--- config.mk ---
export PLATFORM = sky130hd
export DESIGN_NAME = fdiv_seq
export DESIGN_NICKNAME = d
export VERILOG_FILES = /design/src/rtl/fdiv_seq.sv
export SDC_FILE = /design/constraint.sdc
export NUM_CORES = 1
export LEC_CHECK = 0
export ABC_AREA = 1
export BUFFER_PORTS_ARGS = -buffer_cell sky130_fd_sc_hd__buf_4
export CORE_MARGIN = 3
export CORE_UTILIZATION = 54
export DETAILED_ROUTE_END_ITERATION = 7
export HOLD_SLACK_MARGIN = 0.02
export PLACE_DENSITY_LB_ADDON = 0.2
export SYNTH_ARGS = -nofsm -noshare
export SYNTH_HDL_FRONTEND = slang
export SYNTH_SLANG_ARGS = --single-unit
--- constraint.sdc ---
create_clock -name clk -period 2.9 [get_ports clk]
set_input_delay 0.145 -clock clk [delete_from_list [all_inputs] [get_ports clk]]
set_output_delay 0.145 -clock clk [all_outputs]
set_load 0.005 [all_outputs]
--- src/rtl/fdiv_seq.sv ---
// fdiv_seq: sequential floating-point divider, y = x1 / x2.
// Radix-2 restoring mantissa division, one quotient bit per cycle, followed by
// a single round-to-nearest-even cycle. Operands are normal numbers or +0
// (exponent field 0). Latency is fixed at FRAC_W+4 edges from accept.
//
// Ports:
//   clk       clock, rising edge
//   rstn      synchronous active-low reset
//   in_valid  operands x1/x2 valid
//   in_ready  block accepts operands this cycle
//   x1, x2    dividend, divisor ({sign, exponent, fraction})
//   out_valid result valid (held until out_ready)
//   out_ready consumer takes the result this cycle
//   y         quotient
//   ovf       exponent overflow or underflow
//   dz        divide by zero
module fdiv_seq #(
  parameter int EXP_W  = 8,
  parameter int FRAC_W = 23
) (
  input  logic                    clk,
  input  logic                    rstn,
  input  logic                    in_valid,
  output logic                    in_ready,
  input  logic [EXP_W+FRAC_W:0]   x1,
  input  logic [EXP_W+FRAC_W:0]   x2,
  output logic                    out_valid,
  input  logic                    out_ready,
  output logic [EXP_W+FRAC_W:0]   y,
  output logic                    ovf,
  output logic                    dz
);

  localparam int W     = 1 + EXP_W + FRAC_W;
  localparam int N     = FRAC_W + 3;
  localparam int CNT_W = $clog2(N + 1);
  localparam int EW    = EXP_W + 2;

  localparam logic [EW-1:0] BIAS  = EW'((1 << (EXP_W - 1)) - 1);
  localparam logic [EW-1:0] EMAX  = EW'((1 << EXP_W) - 1);
  localparam logic [EW-1:0] E_ONE = EW'(1);

  typedef enum logic [1:0] {IDLE, CALC, ROUND, DONE} state_t;

  state_t              r_state;
  logic                r_s;
  logic [EXP_W-1:0]    r_e1;
  logic [EXP_W-1:0]    r_e2;
  logic [FRAC_W:0]     r_mb;
  logic [FRAC_W+1:0]   r_r;
  logic [N-1:0]        r_q;
  logic [CNT_W-1:0]    r_cnt;
  logic [W-1:0]        r_y;
  logic                r_ovf;
  logic                r_dz;

  logic                w_accept;
  logic                w_ge;
  logic [FRAC_W+1:0]   w_rdiff;
  logic [EW-1:0]       w_ebase;
  logic [EW-1:0]       w_eadj;
  logic [EW-1:0]       w_efin;
  logic [FRAC_W-1:0]   w_frac_pre;
  logic                w_g;
  logic                w_st;
  logic                w_inc;
  logic [FRAC_W:0]     w_fsum;
  logic [W-1:0]        w_y;
  logic                w_ovf;
  logic                w_dz;

  assign in_ready  = (r_state == IDLE) || ((r_state == DONE) && out_ready);
  assign out_valid = (r_state == DONE);
  assign w_accept  = in_valid && in_ready;
  assign y         = r_y;
  assign ovf       = r_ovf;
  assign dz        = r_dz;

  // One restoring-division step.
  always_comb begin
    w_ge    = (r_r >= {1'b0, r_mb});
    w_rdiff = w_ge ? (r_r - {1'b0, r_mb}) : r_r;
  end

  // Normalise, round and apply special-case overrides.
  // The hidden bit is always 1, so a carry out of the fraction add is the
  // same as a carry out of the full significand.
  always_comb begin
    w_ebase = {2'b00, r_e1} - {2'b00, r_e2} + BIAS;
    if (r_q[N-1]) begin
      w_frac_pre = r_q[N-2:2];
      w_g        = r_q[1];
      w_st       = r_q[0] | (|r_r);
      w_eadj     = w_ebase;
    end else begin
      w_frac_pre = r_q[N-3:1];
      w_g        = r_q[0];
      w_st       = |r_r;
      w_eadj     = w_ebase - E_ONE;
    end
    w_inc  = w_g & (w_st | w_frac_pre[0]);
    w_fsum = {1'b0, w_frac_pre} + {{FRAC_W{1'b0}}, w_inc};
    w_efin = w_fsum[FRAC_W] ? (w_eadj + E_ONE) : w_eadj;

    w_y   = '0;
    w_ovf = 1'b0;
    w_dz  = 1'b0;
    if (r_e1 == '0) begin
      w_y = '0;
    end else if (r_e2 == '0) begin
      w_y  = {r_s, {EXP_W{1'b1}}, {FRAC_W{1'b0}}};
      w_dz = 1'b1;
    end else if (!w_efin[EW-1] && (w_efin >= EMAX)) begin
      w_y   = {r_s, {EXP_W{1'b1}}, {FRAC_W{1'b0}}};
      w_ovf = 1'b1;
    end else if (w_efin[EW-1] || (w_efin == '0)) begin
      w_ovf = 1'b1;
    end else begin
      w_y = {r_s, w_efin[EXP_W-1:0], w_fsum[FRAC_W-1:0]};
    end
  end

  always_ff @(posedge clk) begin
    if (!rstn) begin
      r_state <= IDLE;
      r_s     <= 1'b0;
      r_e1    <= '0;
      r_e2    <= '0;
      r_mb    <= '0;
      r_r     <= '0;
      r_q     <= '0;
      r_cnt   <= '0;
      r_y     <= '0;
      r_ovf   <= 1'b0;
      r_dz    <= 1'b0;
    end else begin
      unique case (r_state)
        CALC: begin
          r_q   <= {r_q[N-2:0], w_ge};
          r_r   <= w_rdiff << 1;
          r_cnt <= r_cnt - CNT_W'(1);
          if (r_cnt == CNT_W'(1)) r_state <= ROUND;
        end
        ROUND: begin
          r_y     <= w_y;
          r_ovf   <= w_ovf;
          r_dz    <= w_dz;
          r_state <= DONE;
        end
        default: ;
      endcase

      // Accept is only possible from IDLE or DONE, so it never collides
      // with the CALC/ROUND updates above.
      if (w_accept) begin
        r_s     <= x1[W-1] ^ x2[W-1];
        r_e1    <= x1[W-2:FRAC_W];
        r_e2    <= x2[W-2:FRAC_W];
        r_mb    <= {1'b1, x2[FRAC_W-1:0]};
        r_r     <= {2'b01, x1[FRAC_W-1:0]};
        r_q     <= '0;
        r_cnt   <= CNT_W'(N);
        r_state <= CALC;
      end else if ((r_state == DONE) && out_ready) begin
        r_state <= IDLE;
      end
    end
  end

endmodule

# Word level (Yosys, flattened, before mapping)
# Cells that the tools add are included.
# W data, S select, Z words.
dict set report totals {
  reg_bits 133
  wordCells 76
  output_inout_bits 36
  input_bits 68
}
dict set report classes {
  muxes 24
  n_bitwise 5
  add_sub_neg 7
  magnitude_cmp 2
  n_reduce_logical 18
  n_eq_ne 6
}
# operator n
set op_table {}
lappend op_table {{$mux W32} 4}
lappend op_table {{$mux W24} 3}
lappend op_table {{$ge A25 B24 Y1} 1}
lappend op_table {{$reduce_or A25 Y1} 1}
lappend op_table {{$add A23 B1 Y24} 1}
lappend op_table {{$sub A24 B24 Y24} 1}
lappend op_table {{$mux W23} 1}
lappend op_table {{$mux W10} 2}
lappend op_table {{$logic_not A8 Y1} 2}
lappend op_table {{$add A10 B1 Y10 const B} 1}
lappend op_table {{$add A9 B8 Y10 const B} 1}
lappend op_table {{$ge A10 B8 Y1 const B} 1}
lappend op_table {{$logic_not A10 Y1} 1}
lappend op_table {{$mux W1} 10}
lappend op_table {{$mux W5} 2}
lappend op_table {{$sub A10 B1 Y10 const B} 1}
lappend op_table {{$sub A8 B8 Y9} 1}
lappend op_table {{$eq A5 B1 Y1 const B} 1}
lappend op_table {{$sub A5 B1 Y5 const B} 1}
lappend op_table {{$eq A2 B2 Y1 const B} 2}
lappend op_table {{$ne A4 B4 Y1 const B} 1}
lappend op_table {{$pmux W2 S2} 1}
lappend op_table {{$reduce_and A2 Y1} 2}
lappend op_table {{$reduce_bool A2 Y1} 2}
lappend op_table {{14 further kinds} 18}

# Logic depth before layout (Yosys ltp)
dict set report logic_depth {
  word_depth 13
  mapped_depth 28
  depth_no_buf 27
}

# Least setup slack after synthesis
# No wires, ideal clock.
dict set report synth_timing {
  path_type {flip-flop to flip-flop}
  startpoint {register r_e1[0]}
  endpoint {register r_y[22], in the netlist y[22]}
  period_less_slack_ps 3214
  slack_ps -314
  required_time_ps 2759
  stages_incl_launch_ff 19
  n_path_buf 1
  setup_time_ps 141
  arrival_time_ps 3073
  path_cell_list {dfxtp_1 inv_1 ha_1 fa_1 ha_1 xnor2_1 ha_1 nand3b_1 nand2_1 nand3_1 nor2_1 nand2_1 a21oi_1 nand2_4 nand2_2 inv_2 buf_6 nand4_1 a21oi_1}
}
dict set report synth_via {
  elab_chain_cells 12
  elab_cells_between_ends 16
  cone_classes {add/sub: 4; order compare: 1; mux: 6; reduce/logical: 5}
}
# item line
set synth_lines {}
lappend synth_lines {{from (decl)} 47} ;# logic [EXP_W-1:0] r_e1;
lappend synth_lines {{from (signal assigned)} 157} ;# r_e1 <= x1[W-2:FRAC_W];
lappend synth_lines {{parallel branches: the longest is 11 deep, another holds $add A9 B8 Y10} n/a}
lappend synth_lines {{$mux W32 (*)} 108} ;# if (r_e1 == '0) begin
lappend synth_lines {{to (signal assigned)} 145} ;# r_y <= w_y;
lappend synth_lines {{to (decl)} 53} ;# logic [W-1:0] r_y;
# Mark *: on every way between the ends.
# A chain may end at the register's enable or synchronous reset.

# Final worst setup path
dict set report layout_timing {
  startpoint {register r_e1[0]}
  endpoint {register r_y[25], in the netlist y[25]}
}
# Same word-level chain as after synthesis.

==> results.json <==
{
  "synthesis.area_um2": 8750,
  "port_buffers": 103,
  "seq_area_frac_synth": 0.304,
  "first_pass_iters": 5,
  "start_util": 0.563,
  "synthFlopType": "dfxtp_1",
  "utilization": 0.747,
  "rsz0062_at_grt": "yes",
  "dpl.hpwl_um": 17100,
  "synth.distinct_cells": 47,
  "fin_ws_ps": -692,
  "die_w_um": 133,
  "syn_inst": 1336,
  "cts_root_buffer": "clkbuf_16",
  "setup_viol": 33,
  "outcome": "finished, violations left",
  "synth-edff-count": 0,
  "cp-end-kind": "flop",
  "worstMarginPinSlew_ps": 755,
  "cts_tree": "done",
  "cp_top_family": "simple AND/OR/NAND/NOR gates",
  "whs_ps": 27.4,
  "fin_crit_sh": 1.24,
  "drtAntennaViolNets": 0,
  "finalClockSkew_ps": 10.7,
  "grtUsageTotal": 0.277,
  "core_area_um2": 15500,
  "cap_violations": 0,
  "syn_avg_cell_area_um2": 6.55,
  "worstPathArrival_ps": 3880,
  "setup_tns_ps": -21300,
  "first_global_vias": 8797,
  "antenna_found_initial": 0,
  "via_per_inst": 5.37,
  "die_area_um2": 17800,
  "insertedDiodeCount": 0,
  "wire_per_inst_um": 14.3,
  "clkLatencyLatePin_ps": 420,
  "async_flop_share": 0,
  "num_rows": 45,
  "min_path_type": "input port to flop",
  "ctsHtreeMaxLevel": 4,
  "powerDensity_nw_per_um2": 967,
  "whs_endpoint": "r_r[3]",
  "dp_cells": 1672,
  "power_uw": 11200,
  "slowest_delay_ps": 630,
  "numCtsBuffers": 17,
  "r2r_cells": 23,
  "setup.worst_path.class": "flop to flop",
  "hold_violations": 0,
  "die_y_um": 133,
  "nets": 1643,
  "syn_nets": 1449,
  "yosys_warnings": 0,
  "r2r_slack_ps": -690,
  "fmax_mhz": 278,
  "area_growth_pct": 32.7,
  "grt_pass1_wl_um": 41200,
  "min_from": "x1[3]",
  "crit_buf_inv": 3,
  "critPathMostFrequentCell": "nand2_1",
  "crit_path_start_kind": "flop",
  "dr.first_iter.drc_count": 632,
  "p_leak_uw": 0.00520,
  "r2r_start": "r_e1[0]",
  "clockBufferDepth": 2,
  "clkSlewWorstSetupHoldPaths_ps": 60,
  "ys_ff_latch": 133,
  "violations": "negative setup slack",
  "gp_congestion": 0.933,
  "whs_path_depth": 3,
  "cts_num_sinks": 133,
  "overflow": 0,
  "critical_path_depth": 23,
  "ios": 104,
  "slew_viol_final": 0,
  "drcViolationCount": 0,
  "r2r-end": "y[25]",
  "critical_path.cell_chain": "inv_2 > ha_4 > fa_2 > nand2_1 > a21oi_1 > nand3_2 > nor2_4 > nand2_1 > nor2_1 > nand2_1 > nand2_1 > nand2_1 > nand2_4 > nand4_4 > and2_4 > nand2_2 > nand2_2 > nand2_4 > buf_12 > buf_12 > nand3_2 > nand2_2 > a21oi_2",
  "relSlewSlack": 0.492,
  "ir_drop_mv": 0.534,
  "wl_um": 25000,
  "dr_total_vias": 9414,
  "drive_gt1_frac": 0.220,
  "crit_required_ps": 3190,
  "worst-path-max-fanout": 7,
  "layoutNonFillerInstCount": 1754,
  "grt_max_degree": 77,
  "crit_path_top_delay_cell": "fa_2",
  "min_period_ps": 3590
}
==> power by group <==
part / total [uW] / switching (uW) / internal, uW
combinational: 6740 / 3910 / 2830
clock: 2250 / 862 / 1390
sequential: 2240 / 174 / 2070
total: 11200 / 4950 / 6290
==> cell usage after synthesis, types with 4 or more instances <==
cell type	count	area share
nor3_1	4	0.0023
xnor2_1	17	0.017
nand4_1	31	0.022
a21oi_2	7	0.0070
a21oi_1	121	0.069
nor2_2	10	0.0071
o21a_1	4	0.0034
nand3_1	66	0.038
o21bai_1	4	0.0034
clkbuf_1	37	0.016
ha_1	43	0.061
o21ai_1	11	0.0063
inv_1	160	0.069
buf_4	4	0.0034
o211ai_1	24	0.021
dfxtp_1	133	0.30
a31oi_1	31	0.022
nor3_2	4	0.0046
o21ai_0	67	0.038
nor4_1	8	0.0057
inv_2	6	0.0026
clkinv_1	6	0.0026
nor2_1	118	0.051
nand2_2	9	0.0064
xor2_1	20	0.020
buf_6	6	0.0077
o21ai_2	6	0.0060
nand2_1	347	0.15
==> worst register-to-register path, cell delays in order (launching register included) <==
cell and delay (ps):
dfxtp_2 340, inv_2 50, ha_4 160, fa_2 630, nand2_1 70, a21oi_1 220, nand3_2 180, nor2_4 150
nand2_1 80, nor2_1 130, nand2_1 90, nand2_1 130, nand2_1 130, nand2_4 110, nand4_4 120, and2_4 180
nand2_2 60, nand2_2 70, nand2_4 90, buf_12 130, buf_12 120, nand3_2 70, nand2_2 90, a21oi_2 70
==> routing by layer <==
metal	up-vias	part of all wire	track usage
met1	4323	0.45	0.357
li1	4785	-	-
met4	0	0.015	0.0760
met3	39	0.045	0.0419
met5	-	0	0
met2	267	0.49	0.482
==> kinds of logic (layout without fill, tap and decap cells) <==
logic type | count (synthesis) | after routing | share of synthesized area
fa+ha+maj | 45 | 45 | 0.0660
buf+inv | 224 | 431 | 0.103
compound gates | 283 | 283 | 0.185
xor+xnor | 37 | 37 | 0.0370
simple gates | 614 | 614 | 0.305
flops | 133 | 133 | 0.304
==> registers in the layout (all words and copies together), names as in the netlist, 2 cells and up <==
name / flops
r_mb: 24
r_cnt: 5
r_e2: 8
r_q: 26
r_r: 25
r_e1: 8
r_state: 2
y: 32
==> cell type report <==
cell class	count	area, um2
fillers	1258	3930
flip-flops and latches	133	2660
inverters	172	658
clock buffers	19	443
clock inverters	13	174
well taps	211	264
repair buffers	227	1930
multi-input cells	979	5480
==> what timing repair did <==
| action | CTS | global route |
|---|---|---|
| setup buffers | 9 | 1 |
| endpoints found under the hold margin | 37 | 0 |
| cloned | 3 | 0 |
| hold buffers | 37 | 0 |
| setup endpoints to repair | 34 | 37 |
| pin swaps | 30 | 1 |
| resized for setup | 37 | 35 |
==> layout by cell type, fill, tap and decap left out, drive strengths merged, types with 2 or more instances in the layout <==
master / instances
a211oi: 2
a21oi: 128
a31oi: 31
buf: 190
bufinv: 3
clkbuf: 19
clkinv: 10
clkinvlp: 3
dfxtp: 133
dlygate4sd3: 37
fa: 2
ha: 43
inv: 169
nand2: 357
nand3: 68
nand3b: 3
nand4: 34
nor2: 131
nor3: 8
nor4: 8
o211ai: 24
o21a: 4
o21ai: 85
o21bai: 4
or2: 2
or4: 2
xnor2: 17
xor2: 20
==> stage by stage <==
stage / setup slack [ps] / cell area (um2)
floorplan: -236 / 8830
global placement: -524 / 10200
detailed placement: -604 / 10200
CTS: -492 / 11500
global route: -915 / 11600
finish: -692 / 11600
==> how the worst max path moves through the flow <==
stage,start,endpoint
6_report,r_e1[0],y[25]
5_1_grt,r_e1[0],y[25]
4_1_cts,r_e1[0],y[25]
3_5_place_dp,r_e1[0],y[11]
3_3_place_gp,r_e1[0],y[16]
2_1_floorplan,r_e1[0],y[22]
Power figures use the tool's default switching activity.
